[src/rtl/game_seq_ctrl.sv]
// Run/pause/level-select/game-over sequencer with a level-scaled game tick divider.
// Every output is registered; command pulses are one cycle and follow the triggering input by one clock.
module game_seq_ctrl #(
  parameter int TICK_BASE      = 5000000,
  parameter int TICK_STEP      = 500000,
  parameter int MAX_LEVEL      = 7,
  parameter int PASS_PER_LEVEL = 10,
  parameter int DIV_W          = 23
) (
  input  logic       clk,
  input  logic       rst,
  input  logic       btn_start,
  input  logic       btn_pause,
  input  logic       adj,
  input  logic [2:0] num,
  input  logic       obstacle_passed,
  input  logic       collision,
  output logic [2:0] state,
  output logic       running,
  output logic       game_tick,
  output logic       score_clr,
  output logic       score_inc,
  output logic       level_load,
  output logic       level_inc,
  output logic [2:0] level_val,
  output logic       game_over
);

  typedef enum logic [2:0] {
    S_IDLE    = 3'd0,
    S_LVL_SEL = 3'd1,
    S_RUN     = 3'd2,
    S_PAUSED  = 3'd3,
    S_OVER    = 3'd4
  } state_t;

  localparam int          PW        = (PASS_PER_LEVEL > 1) ? $clog2(PASS_PER_LEVEL) : 1;
  localparam logic [2:0]  LV_MAX    = 3'(MAX_LEVEL);
  localparam logic [PW-1:0] PASS_LAST = PW'(PASS_PER_LEVEL - 1);
  localparam logic [31:0] BASE_M1   = 32'(TICK_BASE - 1);
  localparam logic [31:0] STEP      = 32'(TICK_STEP);

  logic [2:0]       r_state;
  logic [DIV_W-1:0] r_div;
  logic [PW-1:0]    r_pass;
  logic [2:0]       r_level;
  logic             r_running, r_tick, r_clr, r_inc, r_load, r_linc, r_over;

  state_t           w_nxt_state;
  logic [DIV_W-1:0] w_nxt_div;
  logic [PW-1:0]    w_nxt_pass;
  logic [2:0]       w_nxt_level;
  logic             w_tick, w_clr, w_inc, w_load, w_linc, w_adv;
  logic [31:0]      w_prd_m1;
  logic             w_wrap;
  logic [2:0]       w_sel;

  // >= rather than == so a level-up that shortens the period below the count still wraps at once.
  assign w_prd_m1 = BASE_M1 - ({29'd0, r_level} * STEP);
  assign w_wrap   = (32'(r_div) >= w_prd_m1);
  assign w_sel    = (num > LV_MAX) ? LV_MAX : num;

  always_comb begin
    w_nxt_state = state_t'(r_state);
    w_nxt_div   = r_div;
    w_nxt_pass  = r_pass;
    w_nxt_level = r_level;
    w_tick      = 1'b0;
    w_clr       = 1'b0;
    w_inc       = 1'b0;
    w_load      = 1'b0;
    w_linc      = 1'b0;
    w_adv       = 1'b0;
    case (r_state)
      S_IDLE: begin
        if (adj) begin
          w_nxt_state = S_LVL_SEL;
        end else if (btn_start) begin
          w_nxt_state = S_RUN;
          w_clr       = 1'b1;
          w_load      = 1'b1;
          w_nxt_div   = '0;
          w_nxt_pass  = '0;
        end
      end
      S_LVL_SEL: begin
        w_nxt_level = w_sel;
        if (!adj) w_nxt_state = S_IDLE;
      end
      S_RUN: begin
        if (collision) begin
          w_nxt_state = S_OVER;
        end else begin
          if (btn_pause) w_nxt_state = S_PAUSED;
          else           w_adv       = 1'b1;
          if (obstacle_passed) begin
            w_inc = 1'b1;
            if (r_pass == PASS_LAST) begin
              w_nxt_pass = '0;
              if (r_level < LV_MAX) begin
                w_nxt_level = r_level + 3'd1;
                w_linc      = 1'b1;
              end
            end else begin
              w_nxt_pass = r_pass + PW'(1);
            end
          end
        end
      end
      S_PAUSED: begin
        // The resuming edge counts, so the count picks up exactly where the pause froze it.
        if (btn_pause) begin
          w_nxt_state = S_RUN;
          w_adv       = 1'b1;
        end
      end
      S_OVER: begin
        if (btn_start) w_nxt_state = S_IDLE;
      end
      default: w_nxt_state = S_IDLE;
    endcase
    if (w_adv) begin
      if (w_wrap) begin
        w_nxt_div = '0;
        w_tick    = 1'b1;
      end else begin
        w_nxt_div = r_div + DIV_W'(1);
      end
    end
  end

  always_ff @(posedge clk or negedge rst) begin
    if (!rst) begin
      r_state   <= S_IDLE;
      r_div     <= '0;
      r_pass    <= '0;
      r_level   <= '0;
      r_running <= 1'b0;
      r_tick    <= 1'b0;
      r_clr     <= 1'b0;
      r_inc     <= 1'b0;
      r_load    <= 1'b0;
      r_linc    <= 1'b0;
      r_over    <= 1'b0;
    end else begin
      r_state   <= w_nxt_state;
      r_div     <= w_nxt_div;
      r_pass    <= w_nxt_pass;
      r_level   <= w_nxt_level;
      r_running <= (w_nxt_state == S_RUN);
      r_tick    <= w_tick;
      r_clr     <= w_clr;
      r_inc     <= w_inc;
      r_load    <= w_load;
      r_linc    <= w_linc;
      r_over    <= (w_nxt_state == S_OVER);
    end
  end

  assign state      = r_state;
  assign running    = r_running;
  assign game_tick  = r_tick;
  assign score_clr  = r_clr;
  assign score_inc  = r_inc;
  assign level_load = r_load;
  assign level_inc  = r_linc;
  assign level_val  = r_level;
  assign game_over  = r_over;

endmodule
[config.mk]
export PLATFORM = sky130hd
export DESIGN_NAME = game_seq_ctrl
export DESIGN_NICKNAME = d
export VERILOG_FILES = /design/src/rtl/game_seq_ctrl.sv
export SDC_FILE = /design/constraint.sdc
export NUM_CORES = 1
export LEC_CHECK = 0
export ABC_AREA = 1
export CORE_ASPECT_RATIO = 2
export CORE_UTILIZATION = 50
export CTS_CLUSTER_SIZE = 24
export DETAILED_ROUTE_END_ITERATION = 6
export PLACE_DENSITY_LB_ADDON = 0.1
export SLEW_MARGIN = 5
export SYNTH_ARGS = -nofsm -noshare
export SYNTH_HDL_FRONTEND = slang
export SYNTH_SLANG_ARGS = --single-unit
export TNS_END_PERCENT = 10
[constraint.sdc]
create_clock -name clk -period 5 [get_ports clk]
set_input_delay 1.25 -clock clk [delete_from_list [all_inputs] [get_ports clk]]
set_output_delay 1.25 -clock clk [all_outputs]
set_load 0.02 [all_outputs]
# After elaboration in Yosys (flattened, before gate mapping)
# Index checks and enable logic that the tools add are counted.
[word_totals] output_inout_bits=13 word_cells=82 input_bits=10 register_bits=39
[classes] n_eq_ne=14 n_lt_le_gt_ge=3 n_mux=42 reduce_logical=8 n_mul=1 add_sub_neg=4
[ops] operator="23-bit 2-to-1 mux" count=5
[ops] operator="3-bit 2-to-1 mux" count=12
[ops] operator="23-bit by 32-bit >= comparator with 1-bit output" count=1
[ops] operator="23-bit by 22-bit subtractor with 24-bit output (first input constant)" count=1
[ops] operator="23-bit by 1-bit adder with 23-bit output (second input constant)" count=1
[ops] operator="4-bit 2-to-1 mux" count=5
[ops] operator="3-bit by 14-bit multiplier with 17-bit output (second input constant)" count=1
[ops] operator="1-bit 2-to-1 mux" count=16
[ops] operator="3-bit case mux with 5 select lines" count=1
[ops] operator="2-bit inequality test (second input constant)" count=6
[ops] operator="5-bit AND reduction" count=2
[ops] operator="3-bit by 2-bit equality test with 1-bit output (second input constant)" count=3
[ops] operator="4-bit case mux with 2 select lines" count=1
[ops] operator="2-bit nonzero test" count=4
[ops] operator="3-bit equality test (second input constant)" count=2
[ops] operator="3-bit case mux with 2 select lines" count=1
[ops] operator="4-bit by 1-bit adder with 4-bit output (second input constant)" count=1
[ops] operator="4-bit equality test (second input constant)" count=1
[ops] operator="3-bit by 1-bit adder with 3-bit output (second input constant)" count=1
[ops] operator="3-bit by 1-bit equality test with 1-bit output (second input constant)" count=1
[ops] operator="3-bit > comparator (second input constant)" count=1
[ops] operator="3-bit zero test" count=1
[ops] operator="3-bit < comparator (second input constant)" count=1
[ops] operator="3-bit AND reduction" count=1
[ops] operator="2 further kinds" count=2

# Logic depth before layout (Yosys ltp)
[logic_depth] depth_word=6 ltp_mapped=21 ltp_nobuf=20

# Least setup slack after synthesis
# OpenSTA, ideal clock, no wires.
[synth_timing] path_kind="reg2reg" start="register r_level[0] (netlist: level_val[0])" end="register r_div[6]" path_slack_ns=1.263 t_arrival_ns=3.660 period_less_slack_ns=3.737 path_stages_with_launch=20 required_time_ns=4.924 setup_ns=0.076 path_buffers=1 cell_sequence="dfrtp_1 inv_1 fa_1 inv_1 fa_1 nand3_1 nand3_1 xnor2_1 nand2_1 nand2_1 nand2_1 ha_1 nand2_1 inv_1 o21ai_0 nand2_1 a21oi_1 nand2_4 buf_12 o21ai_1"
[synth_between] elab_chain_len=5
[synth_rtl] element="start: declaration" line_no="46" text="logic [2:0] r_level;"
[synth_rtl] element="start signal: assignment" line_no="149" text="r_level <= w_nxt_level;"
[synth_rtl] element="3-bit by 14-bit multiplier with 17-bit output" line_no="59" text="assign w_prd_m1 = BASE_M1 - ({29'd0, r_level} * STEP);"
[synth_rtl] element="23-bit by 22-bit subtractor with 24-bit output" line_no="59"
[synth_rtl] element="23-bit by 32-bit >= comparator with 1-bit output" line_no="60" text="assign w_wrap = (32'(r_div) >= w_prd_m1);"
[synth_rtl] element="23-bit 2-to-1 mux" line_no="123" text="if (w_wrap) begin"
[synth_rtl] element="23-bit 2-to-1 mux" line_no="122" text="if (w_adv) begin"
[synth_rtl] element="end signal: assignment" line_no="147" text="r_div <= w_nxt_div;"
[synth_rtl] element="end: declaration" line_no="44" text="logic [DIV_W-1:0] r_div;"
# Every way passes these cells.
# A chain may end at the register's enable or synchronous reset.

# Final worst setup path
[layout_timing] start="register r_level[0] (netlist: level_val[0])" end="register r_div[0]"
# The elaborated chain is that of the path after synthesis.

==> metrics.yaml <==
drc_errors: 0
switchingPower_mw: 1.06
hold_viol_final: 0
num_antenna_cells: 0
cpPeakStageDelay_ns: 0.58
skew_ns: 0.00924
crit_path_end_kind: "flip-flop"
worstPathMaxFanout: 14
setup_tns_ns: 0
hold_slack_ns: 0.537
drv_slew: 0
ir_drop_uv: 416
htree_levels: 2
fin_nets: 539
hp-class: "flip-flop to flip-flop"
io_buffer_count: 22
grt_max_degree: 40
pin_count: 23
cts_max_path_buffers: 2
fin_crit_sh_pct: 79.5
power.leakage_nw: 1.84
dpl-instance-area_sq_um: 3610
synth_edf_count: 0
grt-busiest-layer: "met2"
clock-root-buffer: "clkbuf_16"
cts_tree: "done"
grt.met2_usage_pct: 49.6
combPwrFrac_pct: 64.0
dieHeight_um: 118
clock.fmax_mhz: 252
globalplace.congestion: 0.876
path_cells: "inv_1 > fa_1 > inv_1 > ha_1 > a21oi_1 > nand2_1 > xor2_1 > nand3_1 > nand3_1 > nand2_1 > ha_1 > nand2_1 > inv_1 > o21ai_0 > nand2_1 > a21oi_1 > nand2_4 > o21ai_1"
wl_per_cell_um: 14.4
drt_first_pass_iters: 4
grt_use_met3_pct: 3.41
synth_flop_cell: "dfrtp_1"
design_area_sq_um: 3780
grt_usage_pct: 26.6
cts_buffers: 5
p_clk_share_pct: 16.9
clkSinkCount: 39
grt_antenna_before_repair: 0
grt_setup_unrepaired: "false"
grt-ovfl-total: 0
setup_viol_count_final: 0
synth.distinct_cells: 40
grt_pass1_vias: 3155
dp_hpwl_um: 6550
clk_latency_ns: 0.29
synth_fp_nets: 516
syn_avg_cell_area_sq_um: 7.13
drt_iter0_drc: 92
drive_above_1_share_pct: 9.72
num_rows: 41
routed_wl_um: 8360
start_kind: "flip-flop"
seq_area_frac_synth_pct: 29.1
drv_cap: 0
crit_arrival_ns: 4.20
outcome: "complete, no violations"
pwr-share-seq_pct: 19.1
clk_pin_slew_ns: 0.07
crit_top_cell: "nand2_1"
synth_warnings: 0
ant_nets: 0
syn_inst: 470
vias: 3099
holdBufCountCts: 0
grt_pass1_wl_um: 14300
p_per_area_nw_per_um2: 585
switching_share_pct: 47.9
grt_util_met1_pct: 25.3
p_int_mw: 1.15
die_w_um: 59.9
core_sq_um: 6410
fp.dieArea_sq_um: 7050
cts_resized: 0
max_slew_margin_pct: 39.1
required_ns: 5.22
critPathSlowestCell: "fa_1"
syn_area_sq_um: 3350
period_needed_ns: 3.98
synth-seq-cells: 39
async_flop_share_pct: 100
path_class: "flip-flop to flip-flop"
avgViaCountPerCell: 5.34
tightest_slew_ns: 0.914
start_util_pct: 52.3
post_cts_buffers: 0
area_delta_synth_final_pct: 12.9
[worst max-delay path: cells and delay by family, from the launching register on]
kind | cells | cell delay [ns]
fa+ha+maj | 3 | 1.21
compound gates | 4 | 0.79
simple gates | 7 | 0.75
flops | 1 | 0.55
buf+inv | 3 | 0.35
xor+xnor | 1 | 0.24
[registers in the layout, indices dropped and copies added (netlist names)]
signal,count
level_val,3
state,3
game_over,1
level_inc,1
game_tick,1
score_inc,1
level_load,1
running,1
r_div,23
r_pass,4
[kinds of logic (layout without fill, tap and decap cells)]
| group | after synthesis | count (layout) | share of synthesized area (%) |
|---|---|---|---|
| flip-flops | 39 | 39 | 29.1 |
| buffers and inverters | 62 | 86 | 8.03 |
| adder cells (fa/ha/maj) | 36 | 36 | 14.1 |
| multiplexers | 1 | 1 | 0.299 |
| AO/OA/AOI/OAI | 53 | 53 | 9.71 |
| AND/OR/NAND/NOR | 267 | 267 | 35.6 |
| XOR/XNOR | 12 | 12 | 3.14 |
[power groups by stage]
stage / combinational, mW / sequential (mW) / clock (mW)
4_1_cts: 1.43 / 0.423 / 0.381
2_1_floorplan: 1.06 / 0.450 / 0
5_1_grt: 1.67 / 0.431 / 0.392
6_report: 1.42 / 0.422 / 0.375
3_5_place_dp: 1.42 / 0.428 / 0
3_3_place_gp: 1.38 / 0.427 / 0
[per-stage QoR]
stage	cells	power [mW]	worst slack, ns	utilization (%)
after floorplan	470	1.51	1.26	-
after global placement	572	1.81	1.15	56.4
after detailed placement	572	1.85	1.07	56.4
after CTS	580	2.24	1.05	59.0
after global routing	580	2.49	0.548	59.0
final	580	2.21	1.02	59.0
[routing by layer]
| metal | wire length, um | share of wire (%) |
|---|---|---|
| met3 | 169 | 2.0 |
| met2 | 4740 | 57 |
| met5 | 0 | 0 |
| met1 | 2980 | 36 |
| met4 | 469 | 5.6 |
[synthesized netlist by cell type, types with 7 or more instances]
cell type	instances	area, sq um
a21oi_1	12	60.1
dfrtp_1	39	976
nand3_1	31	155
nand4_1	8	50.1
inv_1	50	188
xor2_1	7	61.3
ha_1	33	413
nor3_1	7	35.0
or2_2	7	43.8
o21ai_0	10	50.1
nand2_1	143	537
o21ai_1	11	55.1
nor2_1	49	184
[worst paths after layout]
check	start	to	slack, ns	cells past startpoint
max reg2reg	level_val[0]	r_div[0]	1.02	18
min reg2reg	state[0]	state[2]	0.54	1
max in group asynchronous	rst	game_over	3.34	1
min	state[0]	state[2]	0.54	1
max	level_val[0]	r_div[0]	1.02	18
min in group asynchronous	rst	r_div[5]	1.09	1
[cells in the final DEF (no fill, tap or decap), types with 6 or more instances in the layout]
master           Yosys  layout
o21ai_2              6       6
nand3_1             31      31
xor2_1               7       7
o21ai_1             11      11
a21oi_1             12      12
nand2_1            143     143
or2_2                7       7
nand4_1              8       8
nor2_1              49      49
clkdlybuf4s50_1      0      21
inv_1               50      50
dfrtp_1             39      39
nor3_1               7       7
ha_1                33      33
o21ai_0             10      10
inv_2                6       6
[layout make-up]
type / instances / area [sq um]
Clock inverter: 3 / 43.8
Fill cell: 605 / 2630
Multi-Input combinational cell: 369 / 2110
Tap cell: 86 / 108
Timing Repair Buffer: 22 / 215
Clock buffer: 5 / 125
Sequential cell: 39 / 976
Inverter: 56 / 210
Note: power is estimated with default switching activity, not from simulation.
==> patch (config.mk and constraints unchanged) <==
The output `level_inc` loses its register stage (`r_linc` becomes a continuous assignment).
--- a/src/rtl/game_seq_ctrl.sv
+++ b/src/rtl/game_seq_ctrl.sv
@@ -141,5 +141,4 @@
       r_inc     <= 1'b0;
       r_load    <= 1'b0;
-      r_linc    <= 1'b0;
       r_over    <= 1'b0;
     end else begin
@@ -153,8 +152,9 @@
       r_inc     <= w_inc;
       r_load    <= w_load;
-      r_linc    <= w_linc;
       r_over    <= (w_nxt_state == S_OVER);
     end
   end
+
+  assign r_linc = w_linc;
 
   assign state      = r_state;
Behaviour: no difference found for any inputs over 10 cycles, from zero or initial values and one cycle with rst low; that may be too few to reach the edited logic, so the function may still have changed.
==> patch against the unedited design <==
Total power down 7.2%; routed wire length up 6.4%; sequential cell count down 1; sequential power is 1% lower; worst setup slack got worse by 0.22 ns; via count rose by 0.45%; critical path depth unchanged; maximum frequency decreased by 5.3%; area after synthesis is 2.5% lower; non-clock buffer count is the same; first-iteration DRC count up 110%; hold slack worse by 0.014 ns; final area decreased by 2.5%.
==> patch: results (changes against the unedited design) <==
[yosys]
ys_seq_area_share_pct = 29.1  ; about the same
synth_fp_nets = 524  ; was 516
yosys-top-cells-count = 153 x nand2_1, 59 x nor2_1, 56 x inv_1  ; was 143 x nand2_1, 50 x inv_1, 49 x nor2_1
synth.distinct_cells = 34  ; was 40
async_flop_share_pct = 100  ; unchanged
synth_area_leaders = dfrtp_1 29%, nand2_1 18%, ha_1 13%, nor2_1 6.8%, inv_1 6.4%  ; was dfrtp_1 29%, nand2_1 16%, ha_1 12%, inv_1 5.6%, nor2_1 5.5%
avgSynthCellArea_um2 = 6.84  ; was 7.13 um^2

[route]
wl_met1_um = 3130  ; was 2980 um
wl_um = 8900  ; was 8360 um
routed-wl-met3_um = 230  ; was 169 um
wl_met2_um = 4910  ; was 4740 um
drtIter0Drc = 195  ; was 92
wire_per_inst_um = 15.2  ; was 14.4 um
via_count = 3113  ; was 3099

[pwr]
ir_worst_vdd_v = 0.000405  ; was 0.000416 V
internal_power_mw = 1.06  ; was 1.15 mW
p_leak_nw = 1.85  ; was 1.84 nW

[finish]
drive_above_1_share_pct = 4.99  ; was 9.72%
nets = 546  ; was 539

[global_routing]
grtUsageMet1_pct = 26.7  ; was 25.3%
grt_pass1_vias = 3205  ; was 3155
grt_use_met3_pct = 3.21  ; was 3.41%
grt_use_total_pct = 29.1  ; was 26.6%
grt_max_degree = 39  ; was 40
met2_usage_pct = 55.3  ; was 49.6%
antenna_found_initial = 0  ; unchanged
grt_pass1_wl_um = 14700  ; was 14300 um

[place]
place_inst = 579  ; was 572
placed_area_um2 = 3540  ; was 3610 um^2
dp_hpwl_um = 6960  ; was 6550 um

[sta]
clock_skew_ns = 0.00832  ; was 0.00924 ns
worst_slack_ns = 0.800  ; was 1.02 ns
slew_headroom_pct = 29.1  ; was 39.1%
whs_ns = 0.524  ; was 0.537 ns

[worst_setup_path]
crit_arrival_ns = 4.40  ; was 4.20 ns
path_max_fanout = 15  ; was 14
rrSetupSlack_ns = 0.80  ; was 1.02 ns
r2r_end = r_div[16]$_DFFE_PN0P_  ; was r_div[0]$_DFFE_PN0P_

[clocking]
clkTransAtPathRegs_ns = 0.07  ; about the same
cts_root_buf = clkbuf_16  ; unchanged

[run_status]
status = finished, final reports clean  ; unchanged

[min_path]
hp-start = r_div[22]$_DFFE_PN0P_  ; was state[0]$_DFF_PN0_
min_to = r_div[22]$_DFFE_PN0P_  ; was state[2]$_DFF_PN0_
hold_path_depth = 2  ; was 1

-- patch: tightest hold or removal path, stage by stage (launching register included) --
cell and delay, ns:
dfrtp_1 0.37, nand2_1 0.06, nand2_1 0.06
-- patch: kinds of logic after synthesis --
family / share of synthesized area (%)
AND/OR/NAND/NOR: 36.4
XOR/XNOR: 3.22
buffers and inverters: 8.12
adder cells (fa/ha/maj): 14.5
multiplexers: 0.306
flip-flops: 29.1
AO/OA/AOI/OAI: 8.38
-- patch: power by group through the flow --
stage	logic [mW]	registers, mW	clock network (mW)
floorplan	0.954	0.443	0
global placement	1.27	0.419	0
detailed placement	1.30	0.423	0
CTS	1.31	0.417	0.340
global route	1.46	0.424	0.347
finish	1.30	0.417	0.334
-- patch: layout make-up --
class	instances	area [um^2]
multi-input combinational	377	2050
clock inverter	2	12.5
sequential	38	951
timing repair buffer	22	215
inverter	56	210
clock buffer	6	139
tap	86	108
fill	651	2620
-- patch: how the worst max path moves through the flow --
| stage | start | endpoint | slack (ns) |
|---|---|---|---|
| after floorplan | level_val[0]$_DFFE_PN0P_ | r_div[2]$_DFFE_PN0P_ | 1.24 |
| after global placement | level_val[0]$_DFFE_PN0P_ | r_div[16]$_DFFE_PN0P_ | 0.95 |
| after detailed placement | level_val[0]$_DFFE_PN0P_ | r_div[0]$_DFFE_PN0P_ | 0.80 |
| after CTS | level_val[0]$_DFFE_PN0P_ | r_div[0]$_DFFE_PN0P_ | 0.80 |
| after global routing | level_val[0]$_DFFE_PN0P_ | r_div[2]$_DFFE_PN0P_ | 0.34 |
| final | level_val[0]$_DFFE_PN0P_ | r_div[16]$_DFFE_PN0P_ | 0.80 |
